--- src/rtl/data_setup_unit.sv ---
// data_setup_unit: streams a block of unified-buffer rows into the systolic
// array. Lane i of each row is delayed by i cycles to form the diagonal
// wavefront the array expects.
//
// Optional feature: define DSU_LANE_VALID_EN to add the lane_valid output,
// one bit per lane, high while that lane carries a real row element.
module data_setup_unit #(
  parameter int unsigned ADDRESSSIZE = 8,
  parameter int unsigned DATA_BW     = 8,
  parameter int unsigned MATRIX_SIZE = 8
) (
  input  logic                           clk,
  input  logic                           rst,
  input  logic                           start,
  input  logic [ADDRESSSIZE-1:0]         base_addr,
  input  logic [ADDRESSSIZE:0]           num_rows,
  output logic [ADDRESSSIZE-1:0]         sram_address,
  input  logic [MATRIX_SIZE*DATA_BW-1:0] sram_data_in,
  output logic [MATRIX_SIZE*DATA_BW-1:0] DIN,
  output logic                           busy,
  output logic                           done
`ifdef DSU_LANE_VALID_EN
  ,
  output logic [MATRIX_SIZE-1:0]         lane_valid
`endif
);

  localparam int unsigned RowW = ADDRESSSIZE + 1;
  localparam int unsigned CntW = $clog2(MATRIX_SIZE + 1) + 1;

  localparam logic [RowW-1:0]        RowOne    = RowW'(1);
  localparam logic [ADDRESSSIZE-1:0] AddrOne   = ADDRESSSIZE'(1);
  localparam logic [CntW-1:0]        CntOne    = CntW'(1);
  // Drain lasts MATRIX_SIZE+1 cycles: one for the read latency plus the
  // output register and the deepest skew stage.
  localparam logic [CntW-1:0]        DrainLast = CntW'(MATRIX_SIZE);

  typedef enum logic [1:0] {StIdle, StRead, StDrain, StDone} state_e;

  state_e                 state_q, state_d;
  logic [ADDRESSSIZE-1:0] addr_q, addr_d;
  logic [RowW-1:0]        rows_q, rows_d;
  logic [CntW-1:0]        cnt_q, cnt_d;
  // High in the cycle where sram_data_in holds a row requested by this block.
  logic                   rd_valid_q;

  // State, address and counter registers with synchronous reset.
  always_ff @(posedge clk) begin
    if (rst) begin
      state_q    <= StIdle;
      addr_q     <= '0;
      rows_q     <= '0;
      cnt_q      <= '0;
      rd_valid_q <= 1'b0;
    end else begin
      state_q    <= state_d;
      addr_q     <= addr_d;
      rows_q     <= rows_d;
      cnt_q      <= cnt_d;
      rd_valid_q <= (state_q == StRead);
    end
  end

  // Next-state logic: issue addresses in StRead, wait for the skew to empty
  // in StDrain, then pulse done for one cycle.
  always_comb begin
    state_d = state_q;
    addr_d  = addr_q;
    rows_d  = rows_q;
    cnt_d   = cnt_q;
    unique case (state_q)
      StIdle: begin
        if (start) begin
          if (num_rows == '0) begin
            // Empty block: no reads, straight to the done pulse.
            state_d = StDone;
          end else begin
            state_d = StRead;
            addr_d  = base_addr;
            rows_d  = num_rows;
          end
        end
      end
      StRead: begin
        if (rows_q == RowOne) begin
          // Last address stays on the bus while draining.
          state_d = StDrain;
          cnt_d   = '0;
        end else begin
          rows_d = rows_q - RowOne;
          addr_d = addr_q + AddrOne;  // wraps modulo 2^ADDRESSSIZE
        end
      end
      StDrain: begin
        if (cnt_q == DrainLast) begin
          state_d = StDone;
        end else begin
          cnt_d = cnt_q + CntOne;
        end
      end
      StDone: begin
        state_d = StIdle;
      end
      default: begin
        state_d = StIdle;
      end
    endcase
  end

  assign sram_address = addr_q;
  assign busy         = (state_q == StRead) || (state_q == StDrain);
  assign done         = (state_q == StDone);

  for (genvar i = 0; i < MATRIX_SIZE; i++) begin : g_lane
    logic [DATA_BW-1:0] skew_q [i+1];

    // Stage 0 registers the read word (zero when no row is valid); stages
    // 1..i add the diagonal delay for lane i.
    always_ff @(posedge clk) begin
      if (rst) begin
        for (int j = 0; j <= i; j++) begin
          skew_q[j] <= '0;
        end
      end else begin
        skew_q[0] <= rd_valid_q ? sram_data_in[i*DATA_BW +: DATA_BW] : '0;
        for (int j = 1; j <= i; j++) begin
          skew_q[j] <= skew_q[j-1];
        end
      end
    end

    assign DIN[i*DATA_BW +: DATA_BW] = skew_q[i];
  end

`ifdef DSU_LANE_VALID_EN
  logic [MATRIX_SIZE-1:0] vld_q;

  // Valid shifts alongside the data so bit i lines up with lane i's skew.
  always_ff @(posedge clk) begin
    if (rst) begin
      vld_q <= '0;
    end else begin
      vld_q[0] <= rd_valid_q;
      for (int j = 1; j < MATRIX_SIZE; j++) begin
        vld_q[j] <= vld_q[j-1];
      end
    end
  end

  assign lane_valid = vld_q;
`endif

endmodule

--- config.mk ---
export PLATFORM = sky130hd
export DESIGN_NAME = data_setup_unit
export DESIGN_NICKNAME = d
export VERILOG_FILES = /design/src/rtl/data_setup_unit.sv
export SDC_FILE = /design/constraint.sdc
export NUM_CORES = 1
export LEC_CHECK = 0
export CAP_MARGIN = 20
export CORE_MARGIN = 4
export CORE_UTILIZATION = 52
export CTS_CLUSTER_DIAMETER = 60
export DETAILED_ROUTE_END_ITERATION = 12
export GPL_TIMING_DRIVEN = 0
export PLACE_DENSITY_LB_ADDON = 0.05
export SLEW_MARGIN = 10
export SYNTH_ARGS = -nofsm -noshare
export SYNTH_HDL_FRONTEND = slang
export SYNTH_SLANG_ARGS = --single-unit
--- constraint.sdc ---
create_clock -name clk -period 2.6 [get_ports clk]
set_input_delay 0.52 -clock clk [delete_from_list [all_inputs] [get_ports clk]]
set_output_delay 0.52 -clock clk [all_outputs]
set_load 0.005 [all_outputs]
==> results of run 1 <==
sequential cells by signal, indices dropped and copies added, names as in the netlist:
register       count
rd_valid_q         1
g_lane.skew_q    288
state_q            2
cnt_q              5
rows_q             9
sram_address       8
where the power goes:
part           switching [mW]  leakage (nW)  internal [mW]
registers               0.198          2.53           5.04
clock network            1.71         0.503           2.57
logic                   0.886          1.96          0.834
cell families (layout without fill, tap and decap cells):
group / after synthesis / after routing / synth area share, %
simple gates: 355 / 355 / 22.8
flops: 313 / 313 / 64.4
buf+inv: 91 / 300 / 5.56
compound gates: 75 / 75 / 5.57
fa+ha+maj: 9 / 9 / 1.16
mux: 3 / 3 / 0.309
xor+xnor: 2 / 2 / 0.180
other cells: 0 / 1 / 0
worst max-delay path by stage:
stage,endpoint,slack [ps],from
floorplan,rows_q[0]$_SDFFE_PP0P_,550,state_q[0]$_SDFFE_PP0P_
global placement,sram_address[4]$_SDFFE_PP0P_,-150,rst
detailed placement,rows_q[1]$_SDFFE_PP0P_,-150,rst
CTS,busy,280,state_q[0]$_SDFFE_PP0P_
global route,sram_address[4]$_SDFFE_PP0P_,170,state_q[0]$_SDFFE_PP0P_
finish,busy,310,state_q[1]$_SDFFE_PP0P_
layer usage:
| layer | part of all wire [%] | GRT usage, % | vias up |
|---|---|---|---|
| met5 | 0 | 0 | - |
| met4 | 2.5 | 5.01 | 0 |
| met3 | 4.5 | 2.83 | 30 |
| met2 | 53 | 27.0 | 115 |
| met1 | 40 | 17.2 | 2671 |
| li1 | - | - | 3066 |
cells in the final DEF (no fill, tap or decap), drive strengths merged, types with 8 or more instances in the layout:
| cell type | n |
|---|---|
| clkdlybuf4s50 | 157 |
| dfxtp | 313 |
| nor2 | 12 |
| or3 | 8 |
| ha | 9 |
| buf | 48 |
| a21oi | 8 |
| and2 | 65 |
| clkbuf | 76 |
| nand3 | 8 |
| nor2b | 228 |
| o211ai | 8 |
| inv | 9 |
| o21ai | 23 |
area by class of cell:
type	instances	area [µm²]
Antenna cell	1	2.50
Buffer	82	507
Clock buffer	43	890
Clock inverter	9	128
Fill cell	1401	5610
Inverter	9	33.8
Multi-Input combinational cell	444	2920
Sequential cell	313	6270
Tap cell	229	287
Timing Repair Buffer	157	1570
==> flow_metrics.py, run 1 <==
metrics = {
    "synthesis": {
        "syn_inst": 848,
        "async_flop_share_pct": 0,
        "synth_ff_type": "dfxtp_1",
        "syn-num-nets": 941,
        "synth_top_cell_by_area": "dfxtp_1",
        "ys_warn_count": 0,
        "syn-cell-area_um2": 9730,
        "synth_commonest_cells": "dfxtp_1 (313), nor2b_1 (228), and2_1 (65)",
        "ys_types": 56,
        "syn_area_per_cell_um2": 11.5,
        "synth_top_area_share_pct": 64.4,
        "ys_ff_latch": 313,
        "synthTopCellsByArea": "dfxtp_1 (64%), nor2b_1 (15%), and2_1 (4.2%)",
        "ys_seq_area_share_pct": 64.4,
        "yosysMostFrequentCell": "dfxtp_1",
        "synth_edf_count": 0,
    },
    "worst_setup_path": {
        "critPathRequiredTime_ps": 2080,
        "worstPathCellList": "inv_1 > ha_1 > clkdlybuf4s50_1",
        "cp_slowest_cell": "clkdlybuf4s50_1",
        "timing.rr.start": "state_q[0]$_SDFFE_PP0P_",
        "reg2reg_slack_ps": 320,
        "regToRegEndpoint": "rows_q[0]$_SDFFE_PP0P_",
        "critical_path_class": "reg2out",
        "critPathBufInv": 2,
        "worstSetupStartpointType": "flip-flop",
        "slowest_delay_ps": 500,
        "cp.arrival_ps": 1770,
        "critical_path_peak_fanout": 3,
        "end_kind": "output pin",
        "cp_top_family": "buffers and inverters",
        "path_depth": 3,
        "r2r_cells": 7,
    },
    "global_routing": {
        "grt_max_degree": 17,
        "grt_usage_pct": 14.7,
        "grt_pass1_wl_um": 24900,
        "grt_overflow": 0,
        "grt_pass1_vias": 5358,
        "antenna_found_initial": 0,
    },
    "sta": {
        "setup_viol": 0,
        "finClkSkew_ps": 7.84,
        "period_needed_ps": 2290,
        "hold_viol": 0,
        "slew_violations": 0,
        "fin_ws_ps": 307,
        "holdWs_ps": 430,
        "fin_tns_setup_ps": 0,
        "max_slew.worst_pin.slew_ps": 747,
        "fmax_mhz": 436,
        "period_share_pct": 88.2,
        "slew_headroom_pct": 50.0,
        "rsz0062_at_grt": "no",
    },
    "place": {
        "placed_area_um2": 11600,
        "gp_congestion": 0.821,
        "dp.cells": 1234,
        "dp_slack_ps": -151,
        "hpwl_um": 11200,
        "port_buffers": 157,
    },
    "route": {
        "first_pass_iters": 4,
        "finalWirelength_um": 15800,
        "vias_per_cell": 4.57,
        "drc": 0,
        "detail_route.wl_per_cell_um": 12.3,
        "drt_iter0_markers": 217,
        "ant_nets": 0,
        "vias": 5882,
    },
    "cts": {
        "clock_latency_ps": 540,
        "h-tree-depth": 1,
        "post_cts_resized": 0,
        "cts.sinks": 313,
        "cts_hold_buf": 0,
        "cts_inserted_buffers": 30,
        "root_buffer": "clkbuf_16",
        "cts_tree": "yes",
        "clk_pin_slew_ps": 60,
        "post-cts-setup-buffer-count": 0,
        "cts_max_path_buffers": 3,
    },
    "cells_and_area": {
        "final_nets": 1130,
        "layout-drive-gt1-share_pct": 10.1,
        "final_cells": 1287,
        "fin_util_pct": 69.2,
        "final_area_um2": 12600,
        "area_growth_pct": 29.6,
    },
    "power": {
        "power_mw": 11.2,
        "p_leak_nw": 4.99,
        "ir_drop_v": 0.000523,
        "p_per_area_nw_per_um2": 892,
    },
    "hold_path": {
        "holdPathEnd": "g_lane[6].skew_q[1][3]$_SDFF_PP0_",
        "holdCritPathClass": "reg2reg",
        "hp-start": "g_lane[6].skew_q[0][27]$_SDFF_PP0_",
        "holdPathStages": 1,
    },
    "run": {
        "maxCapViolations": 0,
    },
    "floorplan": {
        "row_count": 49,
        "die_x_um": 145,
        "fp.dieH_um": 145,
        "die_area_um2": 21000,
        "core_um2": 18200,
        "initial_core_util_pct": 53.4,
        "io_pins": 158,
    },
    "run_status": {
        "status": "complete, no violations",
    },
}
No activity file was read; power rests on OpenSTA's default activity.
==> run 2: changes to the inputs <==
Settings changed: PLACE_DENSITY set to 0.78, PLACE_DENSITY_LB_ADDON 0.05 to not set.
==> run 2 against run 1 <==
  * Critical path depth unchanged
  * Register-to-register slack better by 30 ps
  * Flip-flop and latch count unchanged
  * Worst setup slack worse by 0.77 ps
  * Largest cell class unchanged
==> flow_metrics.py, run 2 (synthesis results as in run 1) <==
metrics = {
    "run_status": {
        "status": "complete, no violations",
    },
    "route": {
        "ant_nets": 0,
        "met1_length_um": 6590,
        "finalWirelength_um": 16100,
        "detail_route.wl_per_cell_um": 12.5,
        "route.met2.wl_um": 8310,
        "vias_per_cell": 4.55,
        "drc": 0,
        "dr.max_layer_used": "met5",
        "wl_met3_um": 761,
        "vias": 5871,
        "first_pass_iters": 4,
        "drt_iter0_markers": 118,
    },
    "place": {
        "dp_slack_ps": -136,
        "placed_area_um2": 11600,
        "port_buffers": 157,
        "gp_congestion": 0.808,
        "hpwl_um": 11400,
    },
    "global_routing": {
        "grt_overflow": 0,
        "grt_pass1_vias": 5602,
        "antenna_found_initial": 2,
        "grt_usage_pct": 15.3,
        "grt_pass1_wl_um": 26000,
        "grt_max_degree": 17,
    },
    "hold_path": {
        "holdCritPathClass": "reg2reg",
    },
    "sta": {
        "slew_headroom_pct": 48.0,
        "period_share_pct": 88.2,
        "fin_ws_ps": 306,
        "period_needed_ps": 2290,
        "max_slew.worst_pin.slew_ps": 776,
        "slew_violations": 0,
        "finClkSkew_ps": 21.7,
        "setup_viol": 0,
        "hold_viol": 0,
        "rsz0062_at_grt": "no",
        "fin_tns_setup_ps": 0,
        "holdWs_ps": 427,
        "fmax_mhz": 436,
    },
    "worst_setup_path": {
        "end_kind": "output pin",
        "critPathRequiredTime_ps": 2080,
        "worstSetupStartpointType": "flip-flop",
        "critical_path_peak_fanout": 3,
        "critical_path_class": "reg2out",
        "cp.arrival_ps": 1770,
    },
    "cells_and_area": {
        "largest_reg_flops": 288,
        "multi_input_area_um2": 2920,
        "layout-drive-gt1-share_pct": 10.4,
        "layout_commonest_cell": "dfxtp_1",
        "final_nets": 1130,
        "final_area_um2": 12600,
        "area_growth_pct": 29.7,
        "seqCellArea_um2": 6270,
        "layout_common_cells": "dfxtp_1 (313), nor2b_1 (228), clkdlybuf4s50_1 (157)",
        "regMostFlops": "g_lane.skew_q",
        "fillers": 1353,
    },
    "power": {
        "power_mw": 11.3,
        "ir_drop_v": 0.000639,
        "p_per_area_nw_per_um2": 895,
        "p_leak_nw": 5.00,
    },
    "cts": {
        "cts_tree": "yes",
        "clk_pin_slew_ps": 60,
        "post-cts-setup-buffer-count": 0,
        "cts.sinks": 313,
        "h-tree-depth": 1,
        "root_buffer": "clkbuf_16",
        "cts_hold_buf": 0,
        "cts_inserted_buffers": 30,
        "post_cts_resized": 0,
        "clock_latency_ps": 550,
        "cts_max_path_buffers": 3,
    },
    "run": {
        "maxCapViolations": 0,
    },
    "floorplan": {
        "initial_core_util_pct": 53.4,
        "core_um2": 18200,
        "die_x_um": 145,
        "row_count": 49,
        "fp.dieH_um": 145,
        "die_area_um2": 21000,
        "io_pins": 158,
    },
}
run 2: cell types whose count changed in the layout (fill, tap and decap cells not counted):
cell / before / now
bufinv_16: 2 / 3
clkinv_2: 4 / 9
clkbuf_8: 9 / 6
clkinv_4: 2 / 0
inv_8: 0 / 1
clkinvlp_4: 0 / 1
run 2: area by class of cell:
| class | count | share of cell area, % |
|---|---|---|
| antenna | 1 | 0.0198 |
| buffer | 82 | 4.02 |
| clock buffer | 40 | 6.72 |
| clock inverter | 15 | 1.46 |
| inverter | 9 | 0.268 |
| multi-input combinational | 444 | 23.1 |
| sequential | 313 | 49.7 |
| tap | 229 | 2.27 |
| timing repair buffer | 157 | 12.5 |
run 2: worst paths after layout:
check                                                          end  depth (start not counted)                               start  slack (ps)
worst max-delay path                                          busy                          3             state_q[1]$_SDFFE_PP0P_         310
worst min-delay path            g_lane[6].skew_q[0][29]$_SDFF_PP0_                          1  g_lane[6].skew_q[0][21]$_SDFF_PP0_         430
worst max register to register              rows_q[0]$_SDFFE_PP0P_                          7             state_q[0]$_SDFFE_PP0P_         350
worst min register to register  g_lane[6].skew_q[0][29]$_SDFF_PP0_                          1  g_lane[6].skew_q[0][21]$_SDFF_PP0_         430
run 2: routing by layer:
metal  global-route usage [%]  vias to the layer above
li1                         -                     3072
met3                     3.68                       34
met4                     5.11                        2
met5                        0                        -
met1                     17.4                     2645
met2                     28.0                      118
run 2: critical path: stages (launching register included):
cell and delay (ps):
dfxtp_1 370, inv_1 90, ha_1 290, clkdlybuf4s50_1 500
run 2: report_power, final:
group	internal, mW	leakage [nW]	total (mW)	switching, mW
clock	2.60	0.513	4.35	1.75
sequential	5.04	2.53	5.24	0.195
combinational	0.833	1.96	1.71	0.876
run 2: stage by stage:
stage	utilization, %	instances
global route	69.3	1289
CTS	69.3	1289
detailed placement	63.6	1234
floorplan	-	848
global placement	63.6	1234
finish	69.3	1290
